## config.mk

```make
export PLATFORM = sky130hd
export DESIGN_NAME = spi_slave_word_xcvr
export DESIGN_NICKNAME = d
export VERILOG_FILES = /design/src/rtl/spi_slave_word_xcvr.sv
export SDC_FILE = /design/constraint.sdc
export NUM_CORES = 1
export LEC_CHECK = 0
export CORE_UTILIZATION = 58
export CTS_CLUSTER_DIAMETER = 50
export CTS_CLUSTER_SIZE = 12
export DETAILED_ROUTE_END_ITERATION = 12
export PLACE_DENSITY = 0.81
export SYNTH_ARGS = -nofsm -noshare
export SYNTH_HDL_FRONTEND = slang
export SYNTH_SLANG_ARGS = --single-unit
```

## constraint.sdc

```tcl
create_clock -name i_Clk -period 13.35 [get_ports i_Clk]
set_input_delay 4.005 -clock i_Clk [delete_from_list [all_inputs] [get_ports i_Clk]]
set_output_delay 4.005 -clock i_Clk [all_outputs]
set_load 0.02 [all_outputs]
```

## src/rtl/spi_slave_word_xcvr.sv

```systemverilog
// SPI mode-0 slave: oversamples SCLK/MOSI/CS_n on the system clock, gathers up to
// MAX_BYTES_PER_CS bytes per CS frame into a word and shifts out a preloaded reply.
module spi_slave_word_xcvr #(
   parameter int MAX_BYTES_PER_CS = 4,
   parameter int SYNC_STAGES      = 2
) (
   input  logic        i_Clk,
   input  logic        i_Rst,
   input  logic        i_SPI_Clk,
   input  logic        i_SPI_MOSI,
   input  logic        i_SPI_CS_n,
   output logic        o_SPI_MISO,
   output logic        o_SPI_MISO_En,
   input  logic [31:0] i_TX_Word,
   input  logic        i_TX_DV,
   output logic        o_TX_Ready,
   output logic [7:0]  o_RX_Byte,
   output logic        o_RX_DV,
   output logic [31:0] o_RX_Word,
   output logic [2:0]  o_RX_Count,
   output logic        o_RX_Word_DV,
   output logic        o_Frame_Err
);

   typedef enum logic [1:0] {S_WAIT_IDLE, S_IDLE, S_ACTIVE, S_END} state_t;

   state_t                 state_q, state_d;
   logic [SYNC_STAGES-1:0] sclk_sync_q, sclk_sync_d;
   logic [SYNC_STAGES-1:0] mosi_sync_q, mosi_sync_d;
   logic [SYNC_STAGES-1:0] cs_sync_q, cs_sync_d;
   logic                   sclk_prev_q, sclk_prev_d;
   logic                   cs_prev_q, cs_prev_d;
   logic [31:0]            tx_shadow_q, tx_shadow_d;
   logic                   tx_valid_q, tx_valid_d;
   logic [5:0]             tx_pos_q, tx_pos_d;
   logic [6:0]             rx_sr_q, rx_sr_d;
   logic [2:0]             bit_cnt_q, bit_cnt_d;
   logic [2:0]             byte_cnt_q, byte_cnt_d;
   logic                   overflow_q, overflow_d;
   logic [31:0]            lanes_q, lanes_d;
   logic                   miso_q, miso_d;
   logic                   miso_en_q, miso_en_d;
   logic [7:0]             rx_byte_q, rx_byte_d;
   logic                   rx_dv_q, rx_dv_d;
   logic [31:0]            rx_word_q, rx_word_d;
   logic [2:0]             rx_count_q, rx_count_d;
   logic                   word_dv_q, word_dv_d;
   logic                   frame_err_q, frame_err_d;

   logic sclk_s, mosi_s, cs_s;
   logic sclk_rise, sclk_fall, cs_rise, cs_fall;
   logic [7:0] byte_new;

   assign sclk_s    = sclk_sync_q[SYNC_STAGES-1];
   assign mosi_s    = mosi_sync_q[SYNC_STAGES-1];
   assign cs_s      = cs_sync_q[SYNC_STAGES-1];
   assign sclk_rise = sclk_s & ~sclk_prev_q;
   assign sclk_fall = ~sclk_s & sclk_prev_q;
   assign cs_rise   = cs_s & ~cs_prev_q;
   assign cs_fall   = ~cs_s & cs_prev_q;
   assign byte_new  = {rx_sr_q, mosi_s};

   always_comb begin
      state_d     = state_q;
      sclk_sync_d = {sclk_sync_q[SYNC_STAGES-2:0], i_SPI_Clk};
      mosi_sync_d = {mosi_sync_q[SYNC_STAGES-2:0], i_SPI_MOSI};
      cs_sync_d   = {cs_sync_q[SYNC_STAGES-2:0], i_SPI_CS_n};
      sclk_prev_d = sclk_s;
      cs_prev_d   = cs_s;
      tx_shadow_d = tx_shadow_q;
      tx_valid_d  = tx_valid_q;
      tx_pos_d    = tx_pos_q;
      rx_sr_d     = rx_sr_q;
      bit_cnt_d   = bit_cnt_q;
      byte_cnt_d  = byte_cnt_q;
      overflow_d  = overflow_q;
      lanes_d     = lanes_q;
      miso_d      = 1'b0;
      rx_byte_d   = rx_byte_q;
      rx_dv_d     = 1'b0;
      rx_word_d   = rx_word_q;
      rx_count_d  = rx_count_q;
      word_dv_d   = 1'b0;
      frame_err_d = 1'b0;

      case (state_q)
         S_WAIT_IDLE: begin
            if (cs_s) state_d = S_IDLE;
         end
         S_IDLE: begin
            if (i_TX_DV) begin
               tx_shadow_d = i_TX_Word;
               tx_valid_d  = 1'b1;
            end
            if (cs_fall) begin
               state_d    = S_ACTIVE;
               tx_pos_d   = 6'd0;
               rx_sr_d    = 7'd0;
               bit_cnt_d  = 3'd0;
               byte_cnt_d = 3'd0;
               overflow_d = 1'b0;
               lanes_d    = 32'd0;
               // uses the _d values so a load coinciding with CS fall is sent
               miso_d     = tx_valid_d & tx_shadow_d[7];
            end
         end
         S_ACTIVE: begin
            miso_d = miso_q;
            if (cs_rise) begin
               // CS rise wins over any SCLK edge in the same cycle
               state_d     = S_END;
               rx_word_d   = lanes_q;
               rx_count_d  = byte_cnt_q;
               word_dv_d   = 1'b1;
               frame_err_d = (bit_cnt_q != 3'd0) | overflow_q;
               tx_valid_d  = 1'b0;
               miso_d      = 1'b0;
            end else begin
               if (sclk_rise) begin
                  rx_sr_d   = byte_new[6:0];
                  bit_cnt_d = bit_cnt_q + 3'd1;
                  if (bit_cnt_q == 3'd7) begin
                     rx_byte_d = byte_new;
                     rx_dv_d   = 1'b1;
                     for (int i = 0; i < MAX_BYTES_PER_CS; i++) begin
                        if (byte_cnt_q == 3'(i)) lanes_d[8*i +: 8] = byte_new;
                     end
                     if (byte_cnt_q >= 3'(MAX_BYTES_PER_CS)) overflow_d = 1'b1;
                     if (byte_cnt_q != 3'd4) byte_cnt_d = byte_cnt_q + 3'd1;
                  end
               end
               if (sclk_fall) begin
                  // tx_pos counts bits already shifted; 32 means reply exhausted
                  tx_pos_d = (tx_pos_q == 6'd32) ? 6'd32 : tx_pos_q + 6'd1;
                  miso_d   = tx_valid_q && (tx_pos_d != 6'd32) &&
                             tx_shadow_q[{tx_pos_d[4:3], ~tx_pos_d[2:0]}];
               end
            end
         end
         S_END: begin
            state_d = S_IDLE;
         end
         default: state_d = S_WAIT_IDLE;
      endcase

      miso_en_d = (state_d == S_ACTIVE);
   end

   always_ff @(posedge i_Clk or posedge i_Rst) begin
      if (i_Rst) begin
         state_q     <= S_WAIT_IDLE;
         sclk_sync_q <= '0;
         mosi_sync_q <= '0;
         cs_sync_q   <= '0;
         sclk_prev_q <= 1'b0;
         cs_prev_q   <= 1'b0;
         tx_shadow_q <= 32'd0;
         tx_valid_q  <= 1'b0;
         tx_pos_q    <= 6'd0;
         rx_sr_q     <= 7'd0;
         bit_cnt_q   <= 3'd0;
         byte_cnt_q  <= 3'd0;
         overflow_q  <= 1'b0;
         lanes_q     <= 32'd0;
         miso_q      <= 1'b0;
         miso_en_q   <= 1'b0;
         rx_byte_q   <= 8'd0;
         rx_dv_q     <= 1'b0;
         rx_word_q   <= 32'd0;
         rx_count_q  <= 3'd0;
         word_dv_q   <= 1'b0;
         frame_err_q <= 1'b0;
      end else begin
         state_q     <= state_d;
         sclk_sync_q <= sclk_sync_d;
         mosi_sync_q <= mosi_sync_d;
         cs_sync_q   <= cs_sync_d;
         sclk_prev_q <= sclk_prev_d;
         cs_prev_q   <= cs_prev_d;
         tx_shadow_q <= tx_shadow_d;
         tx_valid_q  <= tx_valid_d;
         tx_pos_q    <= tx_pos_d;
         rx_sr_q     <= rx_sr_d;
         bit_cnt_q   <= bit_cnt_d;
         byte_cnt_q  <= byte_cnt_d;
         overflow_q  <= overflow_d;
         lanes_q     <= lanes_d;
         miso_q      <= miso_d;
         miso_en_q   <= miso_en_d;
         rx_byte_q   <= rx_byte_d;
         rx_dv_q     <= rx_dv_d;
         rx_word_q   <= rx_word_d;
         rx_count_q  <= rx_count_d;
         word_dv_q   <= word_dv_d;
         frame_err_q <= frame_err_d;
      end
   end

   assign o_SPI_MISO    = miso_q;
   assign o_SPI_MISO_En = miso_en_q;
   assign o_TX_Ready    = (state_q == S_IDLE);
   assign o_RX_Byte     = rx_byte_q;
   assign o_RX_DV       = rx_dv_q;
   assign o_RX_Word     = rx_word_q;
   assign o_RX_Count    = rx_count_q;
   assign o_RX_Word_DV  = word_dv_q;
   assign o_Frame_Err   = frame_err_q;

endmodule
```

==> impl_metrics.yaml <==
critical_path:
  crit_fanout: 7
  r2r-end: "lanes_q[30]"
  cp_cell_sequence: "inv_1 > ha_1 > clkdlybuf4s50_1"
  start_kind: "flop"
  cp_data_required_time_ps: 9340
  cp-startpoint: "state_q[1]"
  cp_top_family: "buffers and inverters"
  rr_worst_depth: 8
  cp-end-kind: "output port"
  slowest_delay_ps: 680
  r2r-start: "state_q[0]"
  worst-path-buf-inv: 2
  critPathKind: "reg -> out"
  rrSetupSlack_ps: 10330
  critical-path-slowest-cell: "clkdlybuf4s50_1"
  arrival_ps: 2020
timing:
  hold_viol: 0
  tightest_slew_ps: 1222
  setup_viol: 0
  drv_slew: 0
  fin_worst_skew_ps: 9.001
  relSlewSlack: 0.1835
  finalCritPeriodShare: 0.4516
  post-route-min-period_ps: 6028
  fin_tns_setup_ps: 0
  holdWs_ps: 350.0
  max_freq_mhz: 165.9
  rsz0062_at_grt: "no"
synth:
  synth_fp_nets: 563
  synthFlopType: "dfrtp_1"
  synth-xor-area-share: 0.004359
  synth_area_mm2: 0.006028
  synth.most_common_cell: "dfrtp_1"
  synth-simple-area-share: 0.1125
  synth_common_cells: "dfrtp_1 (143), nand2_1 (100), mux2_2 (66)"
  synth-seq-cells: 143
  yosysWarnings: 0
  synthTopCellsByArea: "dfrtp_1 (59%), mux2_2 (12%), nand2_1 (6.2%), ha_1 (2.9%), o21ai_0 (2.8%)"
  syn_inst: 511
  synth-edff-count: 0
  synth-seq-area-share: 0.5936
  yosys.area_share.adder: 0.02906
  synth.distinct_cells: 52
  synth_top_family_by_area: "multiplexers"
  muxShareOfSynthArea: 0.1337
  synth-compound-area-share: 0.1036
  synth.avg_cell_area_um2: 11.80
  netlist.area_leader.share: 0.5936
  synthArstFlopShare: 1.000
  yosysTopAreaCell: "dfrtp_1"
die:
  dieWidth_um: 104.0
  io_pins: 87
  die_area_mm2: 0.01081
  initial_utilization: 0.6083
  core_mm2: 0.009910
  num_rows: 36
  die_y_um: 104.0
clock_network:
  cts_sinks: 143
  path_clk_slew_ps: 60
  cts-buffers-inserted: 17
  htree_levels: 4
  ctsResizeCount: 0
  hold_buffers: 0
  clock_latency_ps: 530
  clock_path_buffers: 2
  postCtsSetupRepairBufs: 0
  cts_tree: "built"
  root_buffer: "clkbuf_8"
run_status:
  status: "complete, no violations"
cells_and_area:
  nets: 651
  area_growth_pct: 25.74
  fin_area_mm2: 0.007580
  diodes: 0
  fillers: 601
  drive_gt1_frac: 0.1797
grt:
  grt_pass1_wl_mm: 21.41
  antenna_found_initial: 0
  grt_overflow: 0
  grt_pass1_vias: 4343
  grt_start_max_net_pins: 95
  track_usage: 0.2564
routing:
  routedWlPerCell_um: 17.29
  vias_per_cell: 5.705
  drt-initial-drc-count: 221
  antenna_left: 0
  drt-total-wl_mm: 12.88
  drc_errors: 0
  drt_pass1_iterations: 5
  vias: 4250
hold_path:
  hold_depth: 0
  holdCritPathClass: "reg -> reg"
  hold-path-endpoint: "sclk_sync_q[1]"
  hp-start: "sclk_sync_q[0]"
pwr:
  powerDensity_mw_per_mm2: 170.5
  leakage_nw: 3.436
  ir_drop_v: 0.0001073
placement:
  dpl.hpwl_mm: 8.560
  place_congestion: 0.8638
  dpl_cell_area_mm2: 0.007003
  io_buffers: 86
run:
  cap_violations: 0
cell families after synthesis:
group / Yosys count
AND/OR/NAND/NOR: 150
flip-flops: 143
AO/OA/AOI/OAI: 94
multiplexers: 71
buffers and inverters: 36
adder cells (fa/ha/maj): 14
XOR/XNOR: 3
worst max path at each step:
stage / end / slack (ps) / cells past startpoint
after floorplan: bit_cnt_q[0] / 5510 / 1
after global placement: tx_shadow_q[13] / 7430 / 3
after detailed placement: tx_shadow_q[19] / 7370 / 3
after CTS: o_TX_Ready / 7310 / 3
after global routing: o_TX_Ready / 7220 / 3
final: o_TX_Ready / 7320 / 3
state kept, by name, summed over array words and instances (netlist names), 2 cells and up:
register	flops
bit_cnt_q	3
byte_cnt_q	3
cs_sync_q	2
lanes_q	32
mosi_sync_q	2
o_RX_Byte	8
o_RX_Count	3
o_RX_Word	32
rx_sr_q	7
sclk_sync_q	2
state_q	2
tx_pos_q	6
tx_shadow_q	32
cell type report:
class                   count  area [um^2]  area share
multi-input cells         332         2310      0.3047
flip-flops and latches    143         3578      0.4721
clock inverters            13        135.1     0.01783
repair buffers             89        883.3      0.1165
well taps                 133        166.4     0.02195
clock buffers              19        441.7     0.05827
inverters                  16        65.06    0.008584
metrics by stage:
stage / total power [mW] / setup WS, ps / cells / util
2_1_floorplan: 0.7532 / 5507 / 511 / -
3_3_place_gp: 0.8235 / 7428 / 713 / 0.7067
3_5_place_dp: 0.8378 / 7374 / 713 / 0.7067
4_1_cts: 1.296 / 7309 / 745 / 0.7649
5_1_grt: 1.353 / 7221 / 745 / 0.7649
6_report: 1.292 / 7322 / 745 / 0.7649
layout by cell type, fill, tap and decap left out, drive strengths merged, types with 2 or more instances in the layout:
cell type	n
mux2	66
buf	3
a32o	2
o31ai	8
a21oi	12
or3	2
nor3	3
nand3	7
and2	3
a21o	3
clkinv	8
and3	3
nand2	100
a22o	6
ha	14
o21ai	42
bufinv	2
nand4	2
nor2b	6
clkinvlp	2
nor2	13
dfrtp	143
o22ai	2
xor2	2
clkbuf	19
inv	17
nand2b	5
a31oi	3
o221ai	2
a311oi	2
clkdlybuf4s50	86
o311ai	2
a22oi	2
a221oi	3
mux2i	4
metal layers:
layer / global-route usage / routed length [um]
met1: 0.3296 / 5547
met2: 0.4248 / 6494
met3: 0.05075 / 531
met4: 0.1122 / 306
met5: 0 / 0
worst reg2reg max path, delay by kind of cell, from the launching register on:
kind                       cells  cell delay, ps
buffers and inverters          1             120
DFF                            1             420
and+or+nand+nor                3             560
AOI/OAI and AO/OA              3            1240
adders and majority gates      1             600
power by group:
part,total (mW),internal [mW],switching [mW]
logic,0.289,0.133,0.156
clock network,0.457,0.276,0.182
registers,0.546,0.501,0.0453
total,1.29,0.910,0.383
Note: power is estimated with default switching activity, not from simulation.
